--- src/rtl/reset_seq_pkg.sv ---
// Shared types and constants for the reset sequencer: FSM state encoding,
// lock-loss counter width and a small sizing helper.
package reset_seq_pkg;

  typedef enum logic [2:0] {
    ST_RESET     = 3'd0,
    ST_WAIT_LOCK = 3'd1,
    ST_HOLD      = 3'd2,
    ST_RELEASE   = 3'd3,
    ST_RUN       = 3'd4
  } seq_state_e;

  localparam int LOCK_CNT_W = 8;

  function automatic int max3(input int a, input int b, input int c);
    int m;
    m = (a > b) ? a : b;
    return (m > c) ? m : c;
  endfunction

endpackage

--- src/rtl/data_sync.sv ---
// Multi-flop synchronizer for slow level signals crossing into clk.
// The flops carry no reset so the chain tracks its input from power-up.
module data_sync #(
  parameter int SYNC_STAGE = 2,
  parameter int WIDTH      = 1
) (
  input  logic             clk,
  input  logic [WIDTH-1:0] d,
  output logic [WIDTH-1:0] q
);

  logic [SYNC_STAGE-1:0][WIDTH-1:0] sync_reg;

  always_ff @(posedge clk) begin
    sync_reg <= {sync_reg[SYNC_STAGE-2:0], d};
  end

  assign q = sync_reg[SYNC_STAGE-1];

endmodule

--- src/rtl/reset_sequencer.sv ---
// Central reset controller: qualifies PLL lock, holds, then releases the
// downstream reset domains one by one; restarts on lock loss or sw_reset.
module reset_sequencer
  import reset_seq_pkg::*;
#(
  parameter int NUM_DOMAINS     = 4,
  parameter int HOLD_CYCLES     = 16,
  parameter int STAGE_GAP       = 8,
  parameter int LOCK_FILTER     = 4,
  parameter int LOCK_SYNC_STAGE = 3
) (
  input  logic                   clk,
  input  logic                   async_reset,
  input  logic                   pll_locked,
  input  logic                   sw_reset,
  output logic [NUM_DOMAINS-1:0] domain_reset,
  output logic                   all_released,
  output logic [2:0]             seq_state,
  output logic [LOCK_CNT_W-1:0]  lock_loss_count
);

  // One counter serves filter, hold and gap timing since the states are exclusive.
  localparam int CNT_MAX = max3(LOCK_FILTER, HOLD_CYCLES, STAGE_GAP);
  localparam int CNT_W   = $clog2(CNT_MAX + 1);
  localparam logic [CNT_W-1:0] FILTER_LAST = CNT_W'(LOCK_FILTER - 1);
  localparam logic [CNT_W-1:0] HOLD_LAST   = CNT_W'(HOLD_CYCLES - 1);
  localparam logic [CNT_W-1:0] GAP_LAST    = CNT_W'(STAGE_GAP - 1);
  localparam logic [NUM_DOMAINS-1:0] ALL_RESET = '1;

  logic lock_s;

  seq_state_e                 state_reg, state_next;
  logic [CNT_W-1:0]           cnt_reg, cnt_next;
  logic [NUM_DOMAINS-1:0]     domain_reset_reg, domain_reset_next;
  logic                       all_released_reg, all_released_next;
  logic [LOCK_CNT_W-1:0]      lock_loss_count_reg, lock_loss_count_next;
  logic [NUM_DOMAINS-1:0]     release_shift;
  logic                       release_step;
  logic                       sequencing;

  data_sync #(
    .SYNC_STAGE (LOCK_SYNC_STAGE),
    .WIDTH      (1)
  ) u_lock_sync (
    .clk (clk),
    .d   (pll_locked),
    .q   (lock_s)
  );

  // Released bits are zeros growing up from bit 0, so a left shift frees the next one.
  assign release_shift = domain_reset_reg << 1;
  assign sequencing    = (state_reg == ST_HOLD) || (state_reg == ST_RELEASE) ||
                         (state_reg == ST_RUN);

  always_comb begin
    state_next           = state_reg;
    cnt_next             = cnt_reg;
    domain_reset_next    = domain_reset_reg;
    all_released_next    = all_released_reg;
    lock_loss_count_next = lock_loss_count_reg;
    release_step         = 1'b0;

    case (state_reg)
      ST_RESET: begin
        state_next = ST_WAIT_LOCK;
        cnt_next   = '0;
      end
      ST_WAIT_LOCK: begin
        if (!lock_s) begin
          cnt_next = '0;
        end else if (cnt_reg == FILTER_LAST) begin
          state_next = ST_HOLD;
          cnt_next   = '0;
        end else begin
          cnt_next = cnt_reg + CNT_W'(1);
        end
      end
      ST_HOLD: begin
        if (cnt_reg == HOLD_LAST) release_step = 1'b1;
        else                      cnt_next = cnt_reg + CNT_W'(1);
      end
      ST_RELEASE: begin
        if (cnt_reg == GAP_LAST) release_step = 1'b1;
        else                     cnt_next = cnt_reg + CNT_W'(1);
      end
      ST_RUN: begin
      end
      default: begin
        state_next        = ST_WAIT_LOCK;
        cnt_next          = '0;
        domain_reset_next = ALL_RESET;
        all_released_next = 1'b0;
      end
    endcase

    if (release_step) begin
      cnt_next          = '0;
      domain_reset_next = release_shift;
      if (release_shift == '0) begin
        state_next        = ST_RUN;
        all_released_next = 1'b1;
      end else begin
        state_next = ST_RELEASE;
      end
    end

    // Lock loss outranks sw_reset and is the only path that bumps the counter.
    if (sequencing) begin
      if (!lock_s) begin
        state_next        = ST_WAIT_LOCK;
        cnt_next          = '0;
        domain_reset_next = ALL_RESET;
        all_released_next = 1'b0;
        if (lock_loss_count_reg != '1) begin
          lock_loss_count_next = lock_loss_count_reg + LOCK_CNT_W'(1);
        end
      end else if (sw_reset) begin
        state_next        = ST_HOLD;
        cnt_next          = '0;
        domain_reset_next = ALL_RESET;
        all_released_next = 1'b0;
      end
    end
  end

  always_ff @(posedge clk or posedge async_reset) begin
    if (async_reset) begin
      state_reg           <= ST_RESET;
      cnt_reg             <= '0;
      domain_reset_reg    <= ALL_RESET;
      all_released_reg    <= 1'b0;
      lock_loss_count_reg <= '0;
    end else begin
      state_reg           <= state_next;
      cnt_reg             <= cnt_next;
      domain_reset_reg    <= domain_reset_next;
      all_released_reg    <= all_released_next;
      lock_loss_count_reg <= lock_loss_count_next;
    end
  end

  assign domain_reset    = domain_reset_reg;
  assign all_released    = all_released_reg;
  assign seq_state       = state_reg;
  assign lock_loss_count = lock_loss_count_reg;

endmodule

--- config.mk ---
export PLATFORM = sky130hd
export DESIGN_NAME = reset_sequencer
export DESIGN_NICKNAME = d
export VERILOG_FILES = /design/src/rtl/reset_seq_pkg.sv /design/src/rtl/data_sync.sv /design/src/rtl/reset_sequencer.sv
export SDC_FILE = /design/constraint.sdc
export NUM_CORES = 1
export LEC_CHECK = 0
export ABC_AREA = 1
export CORE_ASPECT_RATIO = 0.5
export CORE_MARGIN = 2
export CORE_UTILIZATION = 49
export CTS_CLUSTER_SIZE = 24
export DETAILED_ROUTE_END_ITERATION = 16
export MAX_ROUTING_LAYER = met4
export PLACE_DENSITY = 0.78
export SLEW_MARGIN = 20
export SYNTH_ARGS = -nofsm -noshare
export SYNTH_HDL_FRONTEND = slang
export SYNTH_SLANG_ARGS = --single-unit
export TNS_END_PERCENT = 10
--- constraint.sdc ---
create_clock -name clk -period 1.8 [get_ports clk]
set_input_delay 0.54 -clock clk [delete_from_list [all_inputs] [get_ports clk]]
set_output_delay 0.54 -clock clk [all_outputs]
set_load 0.01 [all_outputs]
Yosys cells after proc, flatten, opt, wreduce, memory -nomap -nowiden
Cells that the tools add are included.
- word-level logic and storage cells: 57
- input port bits: 4
- output and inout bits: 16
- register bits: 24
- bitwise operators: 1
- reductions and logical operators: 7
- mux-type cells: 31
- $add $sub $neg: 2
- eq/ne operators: 8
- operator list (operator ; count):
    5-bit 2-to-1 mux ; 8
    3-bit 2-to-1 mux ; 7
    4-bit 2-to-1 mux ; 5
    5-bit one-hot mux with 4 select lines ; 1
    8-bit by 1-bit adder with 8-bit output (second input constant) ; 1
    1-bit 2-to-1 mux ; 8
    8-bit inequality test (second input constant) ; 1
    3-bit by 2-bit == test with 1-bit output (second input constant) ; 2
    3-bit one-hot mux with 2 select lines ; 1
    5-bit by 1-bit adder with 5-bit output (second input constant) ; 1
    5-bit by 2-bit == test with 1-bit output (second input constant) ; 1
    5-bit by 3-bit == test with 1-bit output (second input constant) ; 1
    5-bit by 4-bit == test with 1-bit output (second input constant) ; 1
    5-bit OR reduction ; 1
    4-bit logical NOT ; 1
    3-bit by 1-bit == test with 1-bit output (second input constant) ; 1
    3-bit == test (second input constant) ; 1
    3-bit logical NOT ; 1
    3-bit AND reduction ; 1
    3-bit OR reduction ; 1
    1-bit logical OR ; 2
    1-bit one-hot mux with 2 select lines ; 1
    1-bit NOT ; 1

Depth between registers and ports, before layout
Gate-level depths: netlist of the first run.
- depth in word-level cells: 8
- mapped depth: 10
- mapped depth without buffers: 10

Hierarchy
From an unflattened synthesis of the first run, not the netlist that was laid out.
- cells, all modules: 198
- area, all modules: 1472.7 µm²
- modules (own cells, without submodules) (module ; area an instance (µm²) ; cells each ; times used ; seq. area each (µm²)):
    reset_sequencer ; 1412.6 ; 195 ; 1 ; 530.5
    data_sync ; 60.1 ; 3 ; 1 ; 60.1

Worst setup path after synthesis of the first run
OpenSTA, ideal clock, no wires.
- path type: reg2reg
- start: register cnt_reg[0]
- end: register state_reg[0] (netlist: seq_state[0])
- path slack: 0.119 ns
- required time: 1.683 ns
- arrival: 1.563 ns
- stages on the path, launching flop included: 11
- setup time: 0.117 ns
- buffers on the path: 0
- clock period less this slack: 1.681 ns
- cells stage by stage: dfrtp_1 > ha_1 > nand2_1 > nor2_1 > ha_1 > inv_1 > nor2_1 > nor2_1 > nand3_1 > nand3_1 > nand2_1
- word-level cells in the longest chain between the ends: 8
- elaborated cells on any way between the ends: 13
- those cells by class: eq/ne (3); mux (10)
- RTL lines (item ; line ; text):
    from (decl) ; reset_sequencer.sv:33 ; logic [CNT_W-1:0] cnt_reg, cnt_next;
    from (signal assigned) ; reset_sequencer.sv:135 ; cnt_reg <= cnt_next;
    5-bit by 2-bit == test with 1-bit output ; reset_sequencer.sv:71 ; end else if (cnt_reg == FILTER_LAST) begin
    3-bit 2-to-1 mux ; reset_sequencer.sv:71 ;
    3-bit 2-to-1 mux ; reset_sequencer.sv:69 ; if (!lock_s) begin
    3-bit one-hot mux with 2 select lines ; reset_sequencer.sv:63 ; case (state_reg)
    3-bit 2-to-1 mux (*) ; reset_sequencer.sv:96 ; if (release_step) begin
    3-bit 2-to-1 mux ; reset_sequencer.sv:117 ; end else if (sw_reset) begin
    3-bit 2-to-1 mux ; reset_sequencer.sv:109 ; if (!lock_s) begin
    3-bit 2-to-1 mux (*) ; reset_sequencer.sv:108 ; if (sequencing) begin
    via state_next[0] ; reset_sequencer.sv:32 ; seq_state_e state_reg, state_next;
    to (signal assigned) ; reset_sequencer.sv:134 ; state_reg <= state_next;
    to (decl) ; reset_sequencer.sv:32 ;
The timed path passes the listed nets; every way through them passes the cells marked *.
A chain may end at the register's enable or synchronous reset.

Final worst setup path of the first run
- start: register lock_loss_count_reg[4] (netlist: lock_loss_count[4])
- end: output port lock_loss_count[4]
- RTL lines (item ; line ; text):
    from (decl) ; reset_sequencer.sv:36 ; logic [LOCK_CNT_W-1:0] lock_loss_count_reg, lock_loss_count_next;
    from (signal assigned) ; reset_sequencer.sv:138 ; lock_loss_count_reg <= lock_loss_count_next;
    to (decl) ; reset_sequencer.sv:19 ; output logic [LOCK_CNT_W-1:0] lock_loss_count
No word-level cell between the ends.

==> impl_metrics.env, run 1 <==
export IMPL_htree_levels=1
export IMPL_layout_commonest_cell="nand2_1"
export IMPL_dieArea_mm2=0.003478
export IMPL_reg2reg_setup_slack_ps=130
export IMPL_cts_tree="built"
export IMPL_worstSetupPathType="reg -> out"
export IMPL_drive_above_1_share=0.1739
export IMPL_placed_cells=259
export IMPL_final_antenna_net_count=0
export IMPL_worstPathCellList="clkdlybuf4s50_1"
export IMPL_cts_root_buffer="clkbuf_8"
export IMPL_synth_avg_cell_area_um2=7.381
export IMPL_switching_share=0.3896
export IMPL_synth_top_area_cell="dfrtp_1"
export IMPL_synth_area_top_cells="dfrtp_1, nand2_1, dfstp_2"
export IMPL_fmax_ghz=0.5743
export IMPL_dr_pass1_iters=4
export IMPL_drt_vias_per_instance=5.064
export IMPL_fin_nets=239
export IMPL_synth_nets=207
export IMPL_port_buffers=19
export IMPL_gp_congestion=0.9015
export IMPL_clockBufferDepth=2
export IMPL_crit_family="buffers and inverters"
export IMPL_startpoint="lock_loss_count[4]$_DFFE_PP0P_"
export IMPL_finalCritPeriodShare=0.9673
export IMPL_p_switching_uw=871.7
export IMPL_clock_latency_ps=270
export IMPL_crit_fanout=4
export IMPL_syn_instance_count=199
export IMPL_hp_class="reg -> reg"
export IMPL_endpoint="lock_loss_count[4]"
export IMPL_tritoncts_num_buffers=3
export IMPL_p_per_area_mw_per_mm2=1208
export IMPL_critPathArrivalTime_ps=1200
export IMPL_area_growth_pct=26.06
export IMPL_first_global_vias=1204
export IMPL_grt_use_total=0.2146
export IMPL_drv_slew=0
export IMPL_ys_seq_area_frac=0.4020
export IMPL_finalHoldViolations=0
export IMPL_antennaDiodeCount=0
export IMPL_netlist_area_leader_share=0.2896
export IMPL_post_route_min_period_ps=1741
export IMPL_fp_coreArea_mm2=0.002716
export IMPL_drc=0
export IMPL_synth_distinct_cells=29
export IMPL_drt_iter0_drc=131
export IMPL_slowest_stage="clkdlybuf4s50_1"
export IMPL_p_clk_frac=0.214
export IMPL_grt_max_degree=22
export IMPL_p_int_mw=1.366
export IMPL_final_cell_mix="nand2_1, inv_1, nor2_1, dfrtp_1, nand3_1"
export IMPL_required_ps=1260
export IMPL_status="complete, no violations"
export IMPL_r2r_end="seq_state[0]$_DFF_PP0_"
export IMPL_grt_antenna_before_repair=0
export IMPL_path_depth=1
export IMPL_largest_reg_flops=8
export IMPL_ff2ff_path_depth=9
export IMPL_vias=1352
export IMPL_yosys_warnings=0
export IMPL_seq_power_share=0.343
export IMPL_worst_pin_slew_ps=352.7
export IMPL_synth_ff_type="dfrtp_1"
export IMPL_numClockSinks=24
export IMPL_setup_violations=0
export IMPL_slowest_delay_ps=550
export IMPL_crit_path_start_kind="flop"
export IMPL_synthArstFlopShare=0.8750
export IMPL_start_util=0.5408
export IMPL_wl_per_cell_um=12.06
export IMPL_synth_ff_latch_count=24
export IMPL_boundaryPins=20
export IMPL_synth_edf_count=0
export IMPL_std_cell_rows=13
export IMPL_cp_buffers_inverters=1
export IMPL_wl_um=3220
export IMPL_max_vdd_ir_drop_uv=883.9
export IMPL_p_comb_frac=0.444
export IMPL_fp_dieH_um=42.72
export IMPL_fin_skew_ps=2.854
export IMPL_rsz0062_at_grt="true"
export IMPL_grt_pass1_wl_um=5533
export IMPL_post_dp_cell_area_mm2=0.001732
export IMPL_power_leakage_nw=0.9548
export IMPL_dpl_hpwl_um=2444
export IMPL_finalInstanceArea_mm2=0.001852
export IMPL_clk_pin_slew_ps=90
export IMPL_final_cells=267
export IMPL_endpoint_kind="output pin"
export IMPL_die_x_um=81.43
export IMPL_rr_startpoint="cnt_reg[1]$_DFF_PP0_"
export IMPL_maxCapViolations=0
export IMPL_syn_area_mm2=0.001469
export IMPL_overflow=0
export IMPL_relSlewSlack=0.7648
-- metal layers --
metal	global-route usage	wire (um)
met5	-	0
met4	0.06102	37
met3	0.03830	121
met2	0.3410	1537
met1	0.2834	1523
-- cells by family after synthesis --
group / count (synthesis) / share of synthesized area
compound gates: 22 / 0.08859
flops: 24 / 0.4020
xor+xnor: 7 / 0.04685
buf+inv: 32 / 0.08944
fa+ha+maj: 4 / 0.03407
simple gates: 110 / 0.3390
-- synthesized netlist by cell type, types with 2 or more instances --
| cell type | count |
|---|---|
| inv_2 | 2 |
| o21ai_1 | 4 |
| xnor2_1 | 2 |
| dfrtp_1 | 17 |
| nor2_1 | 26 |
| inv_1 | 28 |
| ha_1 | 4 |
| nand4_1 | 6 |
| nand2_2 | 5 |
| o211ai_1 | 4 |
| dfstp_2 | 4 |
| nand3_1 | 15 |
| a21oi_1 | 4 |
| nand2_1 | 52 |
| dfxtp_1 | 3 |
| xor2_1 | 4 |
| o21ai_0 | 7 |
-- power groups by stage --
stage,combinational [mW],sequential [mW],clock (mW)
after floorplan,0.602,0.804,0
after global placement,0.967,0.766,0
after detailed placement,0.977,0.769,0
after CTS,0.947,0.760,0.487
after global routing,1.10,0.786,0.516
final,0.993,0.767,0.478
-- repair_timing --
action,CTS,global route
setup buffers,0,4
pin swaps,2,4
setup endpoints to repair,15,13
hold buffers,0,0
resized for setup,16,6
-- area by class of cell --
class	count	area (um^2)
Fill cell	226	864.6
Multi-Input combinational cell	143	774.5
Sequential cell	24	591.8
Timing Repair Buffer	29	255.2
Inverter	30	112.6
Tap cell	37	46.29
Clock buffer	3	41.29
Clock inverter	1	30.03
-- per-stage QoR --
step	utilization	worst slack (ps)	setup TNS, ps	hold slack, ps	power, mW
6_report	0.6817	58.80	0	333.4	2.238
5_1_grt	0.6817	-5.573	-5.573	341.0	2.402
4_1_cts	0.6614	4.686	0	333.9	2.194
3_5_place_dp	0.6375	-47.55	-55.07	312.8	1.745
3_3_place_gp	0.6375	65.52	0	310.7	1.733
2_1_floorplan	-	119.1	0	309.6	1.407
-- how the worst min path moves through the flow --
stage                                         start                     to  slack [ps]  cells after the start
floorplan           u_lock_sync.sync_reg[1]$_DFF_P_  u_lock_sync.q$_DFF_P_         310                      0
global placement    u_lock_sync.sync_reg[1]$_DFF_P_  u_lock_sync.q$_DFF_P_         310                      0
detailed placement  u_lock_sync.sync_reg[1]$_DFF_P_  u_lock_sync.q$_DFF_P_         310                      0
CTS                 u_lock_sync.sync_reg[1]$_DFF_P_  u_lock_sync.q$_DFF_P_         330                      0
global route        u_lock_sync.sync_reg[1]$_DFF_P_  u_lock_sync.q$_DFF_P_         340                      0
finish              u_lock_sync.sync_reg[1]$_DFF_P_  u_lock_sync.q$_DFF_P_         330                      0
Power figures use the tool's default switching activity.
==> run 2: changes to the inputs <==
- PLACE_DENSITY: 0.78 -> 0.81
==> run 2 against run 1 <==
  * Critical path type is now reg -> reg
  * Setup slack worse by 2.0 ps
  * Critical path depth up 8
  * Non-clock buffer count down 1
  * Maximum frequency down 0.12%
  * Combinational power down 2.7%
  * Final cell count down 0.37%
  * Register-to-register slack worse by 70 ps
  * Via count up 2.2%
  * First-iteration DRC count down 6.9%
  * Clock skew up 0.73 ps
  * Worst hold slack worse by 1.5 ps
  * Total power down 1.6%
==> impl_metrics.env, run 2 (synthesis gave the netlist of run 1 again) <==
export IMPL_wl_met2_um=1664
export IMPL_finalCritPeriodShare=0.9685
export IMPL_fin_skew_ps=3.584
export IMPL_min_from="u_lock_sync.sync_reg[1]$_DFF_P_"
export IMPL_drt_vias_per_instance=5.195
export IMPL_ff2ff_path_depth=9
export IMPL_drv_slew=0
export IMPL_max_vdd_ir_drop_uv=941.9
export IMPL_die_x_um=81.43
export IMPL_std_cell_rows=13
export IMPL_dr_pass1_iters=4
export IMPL_fp_coreArea_mm2=0.002716
export IMPL_p_per_area_mw_per_mm2=1185
export IMPL_fp_dieH_um=42.72
export IMPL_dieArea_mm2=0.003478
export IMPL_slowest_stage="dfrtp_1"
export IMPL_r2r_end="cnt_reg[1]$_DFF_PP0_"
export IMPL_clock_latency_ps=260
export IMPL_setup_violations=0
export IMPL_hold_path_end="u_lock_sync.q$_DFF_P_"
export IMPL_fill_cells=200
export IMPL_dpl_hpwl_um=2441
export IMPL_holdBufCountCts=0
export IMPL_fin_nets=238
export IMPL_grt_max_degree=22
export IMPL_reg2reg_setup_slack_ps=60
export IMPL_post_route_min_period_ps=1743
export IMPL_finalHoldViolations=0
export IMPL_fin_hold_ws_ps=331.9
export IMPL_drt_iter0_drc=122
export IMPL_placed_cells=259
export IMPL_post_dp_cell_area_mm2=0.001732
export IMPL_overflow=0
export IMPL_hp_class="reg -> reg"
export IMPL_critPathArrivalTime_ps=1930
export IMPL_seq_power_share=0.351
export IMPL_start_util=0.5408
export IMPL_grt_antenna_before_repair=0
export IMPL_met1_length_um=1528
export IMPL_power_leakage_nw=0.9783
export IMPL_worst_pin_slew_ps=352.8
export IMPL_status="complete, no violations"
export IMPL_boundaryPins=20
export IMPL_fmax_ghz=0.5736
export IMPL_holdPathStages=0
export IMPL_first_global_vias=1276
export IMPL_p_int_mw=1.341
export IMPL_wl_um=3482
export IMPL_port_buffers=19
export IMPL_relSlewSlack=0.7648
export IMPL_antennaDiodeCount=0
export IMPL_crit_path_start_kind="flop"
export IMPL_final_cell_mix="nand2_1, inv_1, nor2_1, dfrtp_1, nand3_1"
export IMPL_layout_commonest_cell="nand2_1"
export IMPL_wl_per_cell_um=13.09
export IMPL_htree_levels=1
export IMPL_grt_use_total=0.2155
export IMPL_final_cells=266
export IMPL_area_growth_pct=26.41
export IMPL_rr_startpoint="cnt_reg[0]$_DFF_PP0_"
export IMPL_drive_above_1_share=0.1747
export IMPL_worstPathCellList="ha_2, nand2_2, nor2_4, ha_4, nand4_1, nand2_2, nor2_2, nand2_2, nor2_1"
export IMPL_cts_root_buffer="clkbuf_8"
export IMPL_required_ps=1980
export IMPL_slowest_delay_ps=390
export IMPL_p_switching_uw=859.9
export IMPL_vias=1382
export IMPL_routed_top_layer="met4"
export IMPL_route_met3_wl_um=192
export IMPL_drc=0
export IMPL_clk_pin_slew_ps=80
export IMPL_tritoncts_num_buffers=3
export IMPL_cts_tree="built"
export IMPL_final_antenna_net_count=0
export IMPL_crit_fanout=5
export IMPL_p_comb_frac=0.439
export IMPL_numClockSinks=24
export IMPL_finalInstanceArea_mm2=0.001857
export IMPL_largest_reg_flops=8
export IMPL_switching_share=0.3907
export IMPL_worstSetupPathType="reg -> reg"
export IMPL_p_clk_frac=0.210
export IMPL_clockBufferDepth=2
export IMPL_gp_congestion=0.9485
export IMPL_maxCapViolations=0
export IMPL_endpoint_kind="flop"
export IMPL_fin_tns_setup_ps=0
export IMPL_critical_path_top_cell_by_count="nand2_2"
export IMPL_grt_pass1_wl_um=5568
[run 2: changes by cell type in the layout (fill, tap and decap cells not counted)]
cell             previous run  this run
clkdlybuf4s50_1             5         4
dlymetal6s2s_1              2         4
nor2_2                      3         2
dlygate4sd2_1              12        11
dfrtp_1                    16        15
dfrtp_2                     1         2
buf_4                      10         9
nor2_4                      1         2
[run 2: what timing repair did]
action,CTS,global route
gates cloned,0,0
setup buffers,0,3
pin swaps,1,4
resized for setup,14,11
hold endpoints to repair,0,0
endpoints found under the setup margin,15,17
[run 2: power by group through the flow]
stage / Clock [mW] / Combinational (mW) / Sequential, mW
final: 0.463 / 0.966 / 0.772
after detailed placement: 0 / 0.964 / 0.777
after global routing: 0.503 / 1.08 / 0.785
after CTS: 0.473 / 0.946 / 0.770
after global placement: 0 / 0.956 / 0.767
after floorplan: 0 / 0.602 / 0.804
[run 2: area by class of cell]
| class | count | area, um^2 | share of cell area |
|---|---|---|---|
| multi-input combinational | 143 | 779.5 | 0.4198 |
| sequential | 24 | 593.1 | 0.3194 |
| timing repair buffer | 28 | 254.0 | 0.1368 |
| inverter | 30 | 112.6 | 0.06065 |
| tap | 37 | 46.29 | 0.02493 |
| clock buffer | 3 | 41.29 | 0.02224 |
| clock inverter | 1 | 30.03 | 0.01617 |
[run 2: worst max-delay path, delay by kind of cell, from the launching register on]
family	cells	cell delay [ps]
DFF	1	390
and+or+nand+nor	7	900
adders and majority gates	2	370
[run 2: worst max path at each step]
stage / from / endpoint / slack [ps] / depth (start not counted)
final: cnt_reg[0]$_DFF_PP0_ / cnt_reg[1]$_DFF_PP0_ / 60 / 9
after global placement: cnt_reg[0]$_DFF_PP0_ / seq_state[0]$_DFF_PP0_ / 80 / 10
after floorplan: cnt_reg[0]$_DFF_PP0_ / seq_state[0]$_DFF_PP0_ / 120 / 10
after CTS: cnt_reg[0]$_DFF_PP0_ / cnt_reg[3]$_DFF_PP0_ / -30 / 9
after detailed placement: cnt_reg[0]$_DFF_PP0_ / seq_state[0]$_DFF_PP0_ / 10 / 10
after global routing: cnt_reg[1]$_DFF_PP0_ / cnt_reg[1]$_DFF_PP0_ / -10 / 9
[run 2: layer usage]
| layer | up-vias | track usage |
|---|---|---|
| li1 | 692 | - |
| met4 | 0 | 0.09153 |
| met5 | - | - |
| met3 | 12 | 0.05106 |
| met1 | 627 | 0.2713 |
| met2 | 51 | 0.3344 |
[run 2: per-stage QoR]
| step | total power, mW | setup WS [ps] | utilization |
|---|---|---|---|
| after detailed placement | 1.741 | 11.22 | 0.6375 |
| final | 2.201 | 56.77 | 0.6836 |
| after CTS | 2.190 | -25.18 | 0.6605 |
| after floorplan | 1.407 | 119.1 | - |
| after global placement | 1.723 | 79.46 | 0.6375 |
| after global routing | 2.366 | -13.41 | 0.6836 |
==> run 3: changes to the inputs <==
- CTS_CLUSTER_SIZE: 24 -> 30
==> results of run 3 <==
The final DEF is identical to that of run 2; final timing and power are the same.
